File: config.mk
export PLATFORM = sky130hd
export DESIGN_NAME = spi_burst_ctrl
export DESIGN_NICKNAME = d
export VERILOG_FILES = /design/src/rtl/spi_burst_ctrl.sv
export SDC_FILE = /design/constraint.sdc
export NUM_CORES = 1
export LEC_CHECK = 0
export BUFFER_PORTS_ARGS = -buffer_cell sky130_fd_sc_hd__clkbuf_2
export CORE_MARGIN = 2
export CORE_UTILIZATION = 51
export DETAILED_ROUTE_END_ITERATION = 12
export GPL_TIMING_DRIVEN = 0
export PLACE_DENSITY = 0.84
export SYNTH_ARGS = -nofsm -noshare
export SYNTH_HDL_FRONTEND = slang
export SYNTH_SLANG_ARGS = --single-unit
File: constraint.sdc
create_clock -name CLK -period 2.5 [get_ports CLK]
set_clock_uncertainty 0.15 [all_clocks]
set_input_delay 0.25 -clock CLK [delete_from_list [all_inputs] [get_ports CLK]]
set_output_delay 0.25 -clock CLK [all_outputs]
set_load 0.1 [all_outputs]
File: src/rtl/spi_burst_ctrl.sv
// spi_burst_ctrl: SFR-bus sequencer in front of the SPI master. It turns a
// host byte stream into a programmed burst of SPI transfers: one SPCR write
// per burst, then for each byte an SPDR write, SPIF polling, an SPDR read, an
// SPIF clear and a handshake on the rx stream.
//
// Ports:
//   CLK, RESETn            clock, asynchronous active-low reset
//   start/cfg_spcr/len     burst request (len 0 = 256 bytes)
//   busy/done/err          burst status (err is a sticky SPIF timeout)
//   tx_data/valid/ready    host -> SPI byte stream
//   rx_data/valid/ready    SPI -> host byte stream
//   psel/penable/WE/RE     SFR access strobes (penable is active low)
//   ADDRD/DATABO/DATABI    SFR address, write data, read data
module spi_burst_ctrl #(
  parameter logic [7:0]  SPCR_ADDR      = 8'h02,
  parameter logic [7:0]  SPSR_ADDR      = 8'h03,
  parameter logic [7:0]  SPDR_ADDR      = 8'h04,
  parameter int unsigned TIMEOUT_CYCLES = 4096
) (
  input  logic       CLK,
  input  logic       RESETn,
  input  logic       start,
  input  logic [7:0] cfg_spcr,
  input  logic [7:0] len,
  output logic       busy,
  output logic       done,
  output logic       err,
  input  logic [7:0] tx_data,
  input  logic       tx_valid,
  output logic       tx_ready,
  output logic [7:0] rx_data,
  output logic       rx_valid,
  input  logic       rx_ready,
  output logic       psel,
  output logic       penable,
  output logic       WE,
  output logic       RE,
  output logic [7:0] ADDRD,
  output logic [7:0] DATABO,
  input  logic [7:0] DATABI
);

  localparam int unsigned DW    = 8;
  localparam int unsigned CNT_W = 9;
  localparam int unsigned TO_W  = 12;

  localparam logic [TO_W-1:0]  TO_LOAD   = TO_W'(TIMEOUT_CYCLES - 1);
  localparam logic [CNT_W-1:0] CNT_ONE   = CNT_W'(1);
  localparam logic [CNT_W-1:0] CNT_FULL  = CNT_W'(256);
  localparam logic [DW-1:0]    SPE_BIT   = 8'h40;
  localparam logic [DW-1:0]    SPIF_CLR  = 8'h01;

  typedef enum logic [2:0] {
    S_IDLE,
    S_WR_SPCR,
    S_GET_TX,
    S_WR_SPDR,
    S_POLL,
    S_RD_SPDR,
    S_CLR_SPIF,
    S_PUSH_RX
  } state_t;

  state_t            r_state;
  state_t            w_state_nxt;

  logic [DW-1:0]     r_cfg,      w_cfg_nxt;
  logic [CNT_W-1:0]  r_remain,   w_remain_nxt;
  logic [TO_W-1:0]   r_timeout,  w_timeout_nxt;
  logic [DW-1:0]     r_tx_byte,  w_tx_byte_nxt;
  logic [DW-1:0]     r_rx_data,  w_rx_data_nxt;
  logic              r_err,      w_err_nxt;
  logic              r_done,     w_done_nxt;
  logic              r_busy,     w_busy_nxt;
  logic              r_tx_ready, w_tx_ready_nxt;
  logic              r_rx_valid, w_rx_valid_nxt;
  logic              r_psel,     w_psel_nxt;
  logic              r_penable,  w_penable_nxt;
  logic              r_we,       w_we_nxt;
  logic              r_re,       w_re_nxt;
  logic [DW-1:0]     r_addr,     w_addr_nxt;
  logic [DW-1:0]     r_dout,     w_dout_nxt;

  // State and all registered outputs
  always_ff @(posedge CLK or negedge RESETn) begin
    if (!RESETn) begin
      r_state    <= S_IDLE;
      r_cfg      <= '0;
      r_remain   <= '0;
      r_timeout  <= '0;
      r_tx_byte  <= '0;
      r_rx_data  <= '0;
      r_err      <= 1'b0;
      r_done     <= 1'b0;
      r_busy     <= 1'b0;
      r_tx_ready <= 1'b0;
      r_rx_valid <= 1'b0;
      r_psel     <= 1'b0;
      r_penable  <= 1'b1;
      r_we       <= 1'b0;
      r_re       <= 1'b0;
      r_addr     <= '0;
      r_dout     <= '0;
    end else begin
      r_state    <= w_state_nxt;
      r_cfg      <= w_cfg_nxt;
      r_remain   <= w_remain_nxt;
      r_timeout  <= w_timeout_nxt;
      r_tx_byte  <= w_tx_byte_nxt;
      r_rx_data  <= w_rx_data_nxt;
      r_err      <= w_err_nxt;
      r_done     <= w_done_nxt;
      r_busy     <= w_busy_nxt;
      r_tx_ready <= w_tx_ready_nxt;
      r_rx_valid <= w_rx_valid_nxt;
      r_psel     <= w_psel_nxt;
      r_penable  <= w_penable_nxt;
      r_we       <= w_we_nxt;
      r_re       <= w_re_nxt;
      r_addr     <= w_addr_nxt;
      r_dout     <= w_dout_nxt;
    end
  end

  // Next state, datapath updates, and output decode of the next state so the
  // registered outputs line up with the state they belong to.
  always_comb begin
    w_state_nxt    = r_state;
    w_cfg_nxt      = r_cfg;
    w_remain_nxt   = r_remain;
    w_timeout_nxt  = r_timeout;
    w_tx_byte_nxt  = r_tx_byte;
    w_rx_data_nxt  = r_rx_data;
    w_err_nxt      = r_err;
    w_done_nxt     = 1'b0;
    w_psel_nxt     = 1'b0;
    w_penable_nxt  = 1'b1;
    w_we_nxt       = 1'b0;
    w_re_nxt       = 1'b0;
    w_addr_nxt     = '0;
    w_dout_nxt     = '0;

    case (r_state)
      S_IDLE: begin
        if (start) begin
          w_cfg_nxt    = cfg_spcr;
          w_remain_nxt = (len == '0) ? CNT_FULL : CNT_W'(len);
          w_err_nxt    = 1'b0;
          w_state_nxt  = S_WR_SPCR;
        end
      end
      S_WR_SPCR: w_state_nxt = S_GET_TX;
      S_GET_TX: begin
        if (tx_valid && r_tx_ready) begin
          w_tx_byte_nxt = tx_data;
          w_state_nxt   = S_WR_SPDR;
        end
      end
      S_WR_SPDR: begin
        w_timeout_nxt = TO_LOAD;
        w_state_nxt   = S_POLL;
      end
      S_POLL: begin
        // DATABI reflects SPSR for the read issued in this cycle
        if (DATABI[0]) begin
          w_state_nxt = S_RD_SPDR;
        end else if (r_timeout == '0) begin
          w_err_nxt   = 1'b1;
          w_done_nxt  = 1'b1;
          w_state_nxt = S_IDLE;
        end else begin
          w_timeout_nxt = r_timeout - TO_W'(1);
        end
      end
      S_RD_SPDR: begin
        w_rx_data_nxt = DATABI;
        w_state_nxt   = S_CLR_SPIF;
      end
      S_CLR_SPIF: w_state_nxt = S_PUSH_RX;
      S_PUSH_RX: begin
        if (rx_ready) begin
          w_remain_nxt = r_remain - CNT_ONE;
          if (r_remain == CNT_ONE) begin
            w_done_nxt  = 1'b1;
            w_state_nxt = S_IDLE;
          end else begin
            w_state_nxt = S_GET_TX;
          end
        end
      end
      default: w_state_nxt = S_IDLE;
    endcase

    w_busy_nxt     = (w_state_nxt != S_IDLE);
    w_tx_ready_nxt = (w_state_nxt == S_GET_TX);
    w_rx_valid_nxt = (w_state_nxt == S_PUSH_RX);

    // SFR access for the cycle the FSM is about to enter
    case (w_state_nxt)
      S_WR_SPCR: begin
        w_psel_nxt    = 1'b1;
        w_penable_nxt = 1'b0;
        w_we_nxt      = 1'b1;
        w_addr_nxt    = SPCR_ADDR;
        w_dout_nxt    = w_cfg_nxt | SPE_BIT;
      end
      S_WR_SPDR: begin
        w_psel_nxt    = 1'b1;
        w_penable_nxt = 1'b0;
        w_we_nxt      = 1'b1;
        w_addr_nxt    = SPDR_ADDR;
        w_dout_nxt    = w_tx_byte_nxt;
      end
      S_POLL: begin
        w_psel_nxt    = 1'b1;
        w_penable_nxt = 1'b0;
        w_re_nxt      = 1'b1;
        w_addr_nxt    = SPSR_ADDR;
      end
      S_RD_SPDR: begin
        w_psel_nxt    = 1'b1;
        w_penable_nxt = 1'b0;
        w_re_nxt      = 1'b1;
        w_addr_nxt    = SPDR_ADDR;
      end
      S_CLR_SPIF: begin
        w_psel_nxt    = 1'b1;
        w_penable_nxt = 1'b0;
        w_we_nxt      = 1'b1;
        w_addr_nxt    = SPSR_ADDR;
        w_dout_nxt    = SPIF_CLR;
      end
      default: ;
    endcase
  end

  assign busy     = r_busy;
  assign done     = r_done;
  assign err      = r_err;
  assign tx_ready = r_tx_ready;
  assign rx_data  = r_rx_data;
  assign rx_valid = r_rx_valid;
  assign psel     = r_psel;
  assign penable  = r_penable;
  assign WE       = r_we;
  assign RE       = r_re;
  assign ADDRD    = r_addr;
  assign DATABO   = r_dout;

endmodule

==> flow_summary_export.csv <==
group,metric,value,unit
synth,synth_top_area_share,50.0,%
route,wl,5860,um
synth,synth_cells,268,
global_route,grt_max_degree,53,
synth,ys_warn_count,0,
placed_design,portBuffers,63,
job,maxCapViolations,0,
timing,worst_pin_slew,0.550,ns
route,ant_nets,0,
route,drt_pre_antenna_iters,4,
synth,synth_edf_count,0,
synth,yosysSeqAreaShare,51.0,%
synth,synth_area_leaders,"dfrtp_1, nand2_1, nor2_1, mux2_2, o21ai_0",
global_route,grt_usage,22.3,%
timing,post-route-period-util,92.7,%
clock_network,postCtsSetupRepairBufs,0,
placed_design,dp.cells,402,
worst_setup_path,critPathKind,"reg -> reg",
global_route,grt_first_pass_wirelength,9600,um
die,ioPinCount,70,
clock_network,h-tree-depth,2,
timing,max_freq,0.432,GHz
clock_network,cts_root_buffer,"clkbuf_8",
worst_setup_path,cp_max_fo,10,
timing,period_needed,2.32,ns
clock_network,cts_tree,"done",
route,drt-initial-drc-count,131,
die,coreArea,0.00479,mm^2
clock_network,cts_max_path_buffers,2,
synth,avgSynthCellArea,9.53,um^2
synth,yosys.area.top_type,"dfrtp_1",
route,num_vias,2292,
clock_network,cts_buffers,5,
clock_network,clk-insertion-delay-late,0.31,ns
worst_setup_path,cp-end-kind,"flip-flop",
hold_path,min_path_type,"in -> reg",
route,wl_per_cell,13.8,um
route,drc_errors,0,
synth,ys_seq_elements,52,
timing,hold_viol_final,0,
timing,slew_viol_final,0,
die,die_h,74.8,um
worst_setup_path,worstPathRequired,2.53,ns
global_route,grt_pass1_vias,2210,
global_route,grt-ovfl-total,0,
worst_setup_path,crit_start,"r_state[0]",
timing,slew_headroom,63.5,%
final_layout,drive_gt1_share,28.8,%
worst_setup_path,r2r_start,"r_state[0]",
timing,setup_viol,0,
clock_network,clk_pin_slew_worst_paths,0.09,ns
final_layout,final_common_cell,"clkbuf_2",
route,post_drt_via_cell_ratio,5.39,
synth,synth_cell_types,45,
worst_setup_path,startpoint_type,"flip-flop",
synth,async_flop_share,100,%
placed_design,hpwl,4050,um
synth,netlist_area,0.00255,mm^2
synth,synth-main-ff-cell,"dfrtp_1",
clock_network,clkSinkCount,52,
power,ir_drop,785,uV
status,outcome,"finished clean",
timing,rsz0062_at_grt,"false",
hold_path,min_from,"tx_data[0]",
placed_design,gp_congestion,0.850,
worst_setup_path,cp.arrival,2.34,ns
timing,tns,0,ns
final_layout,diodes,0,
final_layout,syn2layout_area_growth,27.6,%
global_route,antenna_found_initial,0,
power,power_density,1380,mW/mm^2
die,fp.dieW,74.8,um
worst_setup_path,reg2reg_slack,0.18,ns
die,row_count,25,
final_layout,fin_cells,425,
final_layout,nets,397,
power,total_leakage_power,0.00153,uW
final_layout,mostFrequentLayoutCells,"clkbuf_2, dfrtp_1, nand2_1",
final_layout,fillers,368,
die,initial_core_util,53.4,%
die,die_area,0.00559,mm^2
==> through the flow <==
step	hold WS (ns)	instance area (um^2)	utilization [%]	setup slack [ns]	total power, uW
after detailed placement	0.295	2970	62.0	0.214	3850
after CTS	0.00671	3220	67.3	0.186	4490
final	0.0112	3260	68.1	0.184	4490
after global placement	0.290	2970	62.0	0.272	3800
after global routing	0.0113	3260	68.1	0.000719	4770
after floorplan	-0.196	2570	-	0.151	3380
==> worst paths after layout <==
check | to | cells past startpoint
max in group asynchronous | penable | 3
min in group asynchronous | r_remain[3] | 2
worst min register to register | rx_data[1] | 1
worst max register to register | r_timeout[3] | 8
worst min-delay path | DATABO[0] | 3
worst max-delay path | r_timeout[3] | 8
==> synthesized netlist by cell type (2+ instances only) <==
cell type / count
and4_1: 5
nor2b_1: 2
nand2_1: 34
clkbuf_1: 5
o21ai_0: 16
buf_2: 5
buf_4: 6
nand4_1: 5
o21a_1: 3
o31ai_1: 5
o21bai_1: 2
mux2_2: 8
inv_1: 6
a31oi_1: 10
dfrtp_1: 51
nor3_1: 9
and2_1: 5
buf_6: 2
or4_1: 4
a21oi_1: 13
a41oi_1: 2
and3_1: 2
nand3_1: 9
or2_2: 2
or3_1: 4
nor2_1: 27
nor4_1: 6
ha_1: 3
==> cell families after synthesis <==
kind of cell	after synthesis	share of synthesized area, %
other	1	0.147
adders and majority gates	3	1.47
buffers and inverters	25	5.39
and+or+nand+nor	122	24.8
DFF	52	51.0
muxes	8	3.53
AOI/OAI and AO/OA	56	13.3
xor gates and xnor gates	1	0.343
==> what timing repair did <==
item / 4_1_cts / 5_1_grt
endpoints found under the setup margin: 0 / 2
hold buffers: 13 / 1
gates resized for setup: 0 / 2
endpoints found under the hold margin: 7 / 19
==> worst max-delay path: stages, from the launching register on <==
cell,delay (ns)
dfrtp_1,0.42
buf_4,0.20
nand3_1,0.30
a41o_1,0.34
nand4_1,0.12
inv_1,0.10
buf_2,0.19
a311oi_1,0.31
a31oi_1,0.07
==> where the power goes <==
group | internal [uW] | switching [uW]
clock | 327 | 280
sequential | 1120 | 183
combinational | 600 | 1980
==> sequential cells by signal, indices dropped and copies added (netlist names), 3 cells and up <==
name and count:
r_state 3, rx_data 8, r_timeout 12, ADDRD 3
r_remain 9, DATABO 8
==> metal layers <==
metal	track usage, %	wire length [um]	vias to the layer above
li1	-	-	1128
met5	0	0	-
met2	37.8	2870	74
met3	6.16	296	10
met1	27.6	2600	1080
met4	7.74	87	0
==> area by class of cell <==
cell class / count / area, um^2 / share of cell area (%)
buffer: 18 / 111 / 3.42
sequential: 52 / 1300 / 40.0
timing repair buffer: 78 / 475 / 14.6
clock buffer: 6 / 82.6 / 2.53
clock inverter: 2 / 38.8 / 1.19
inverter: 7 / 26.3 / 0.806
tap: 67 / 83.8 / 2.57
multi-input combinational: 195 / 1140 / 34.9
Note: power is estimated with default switching activity, not from simulation.
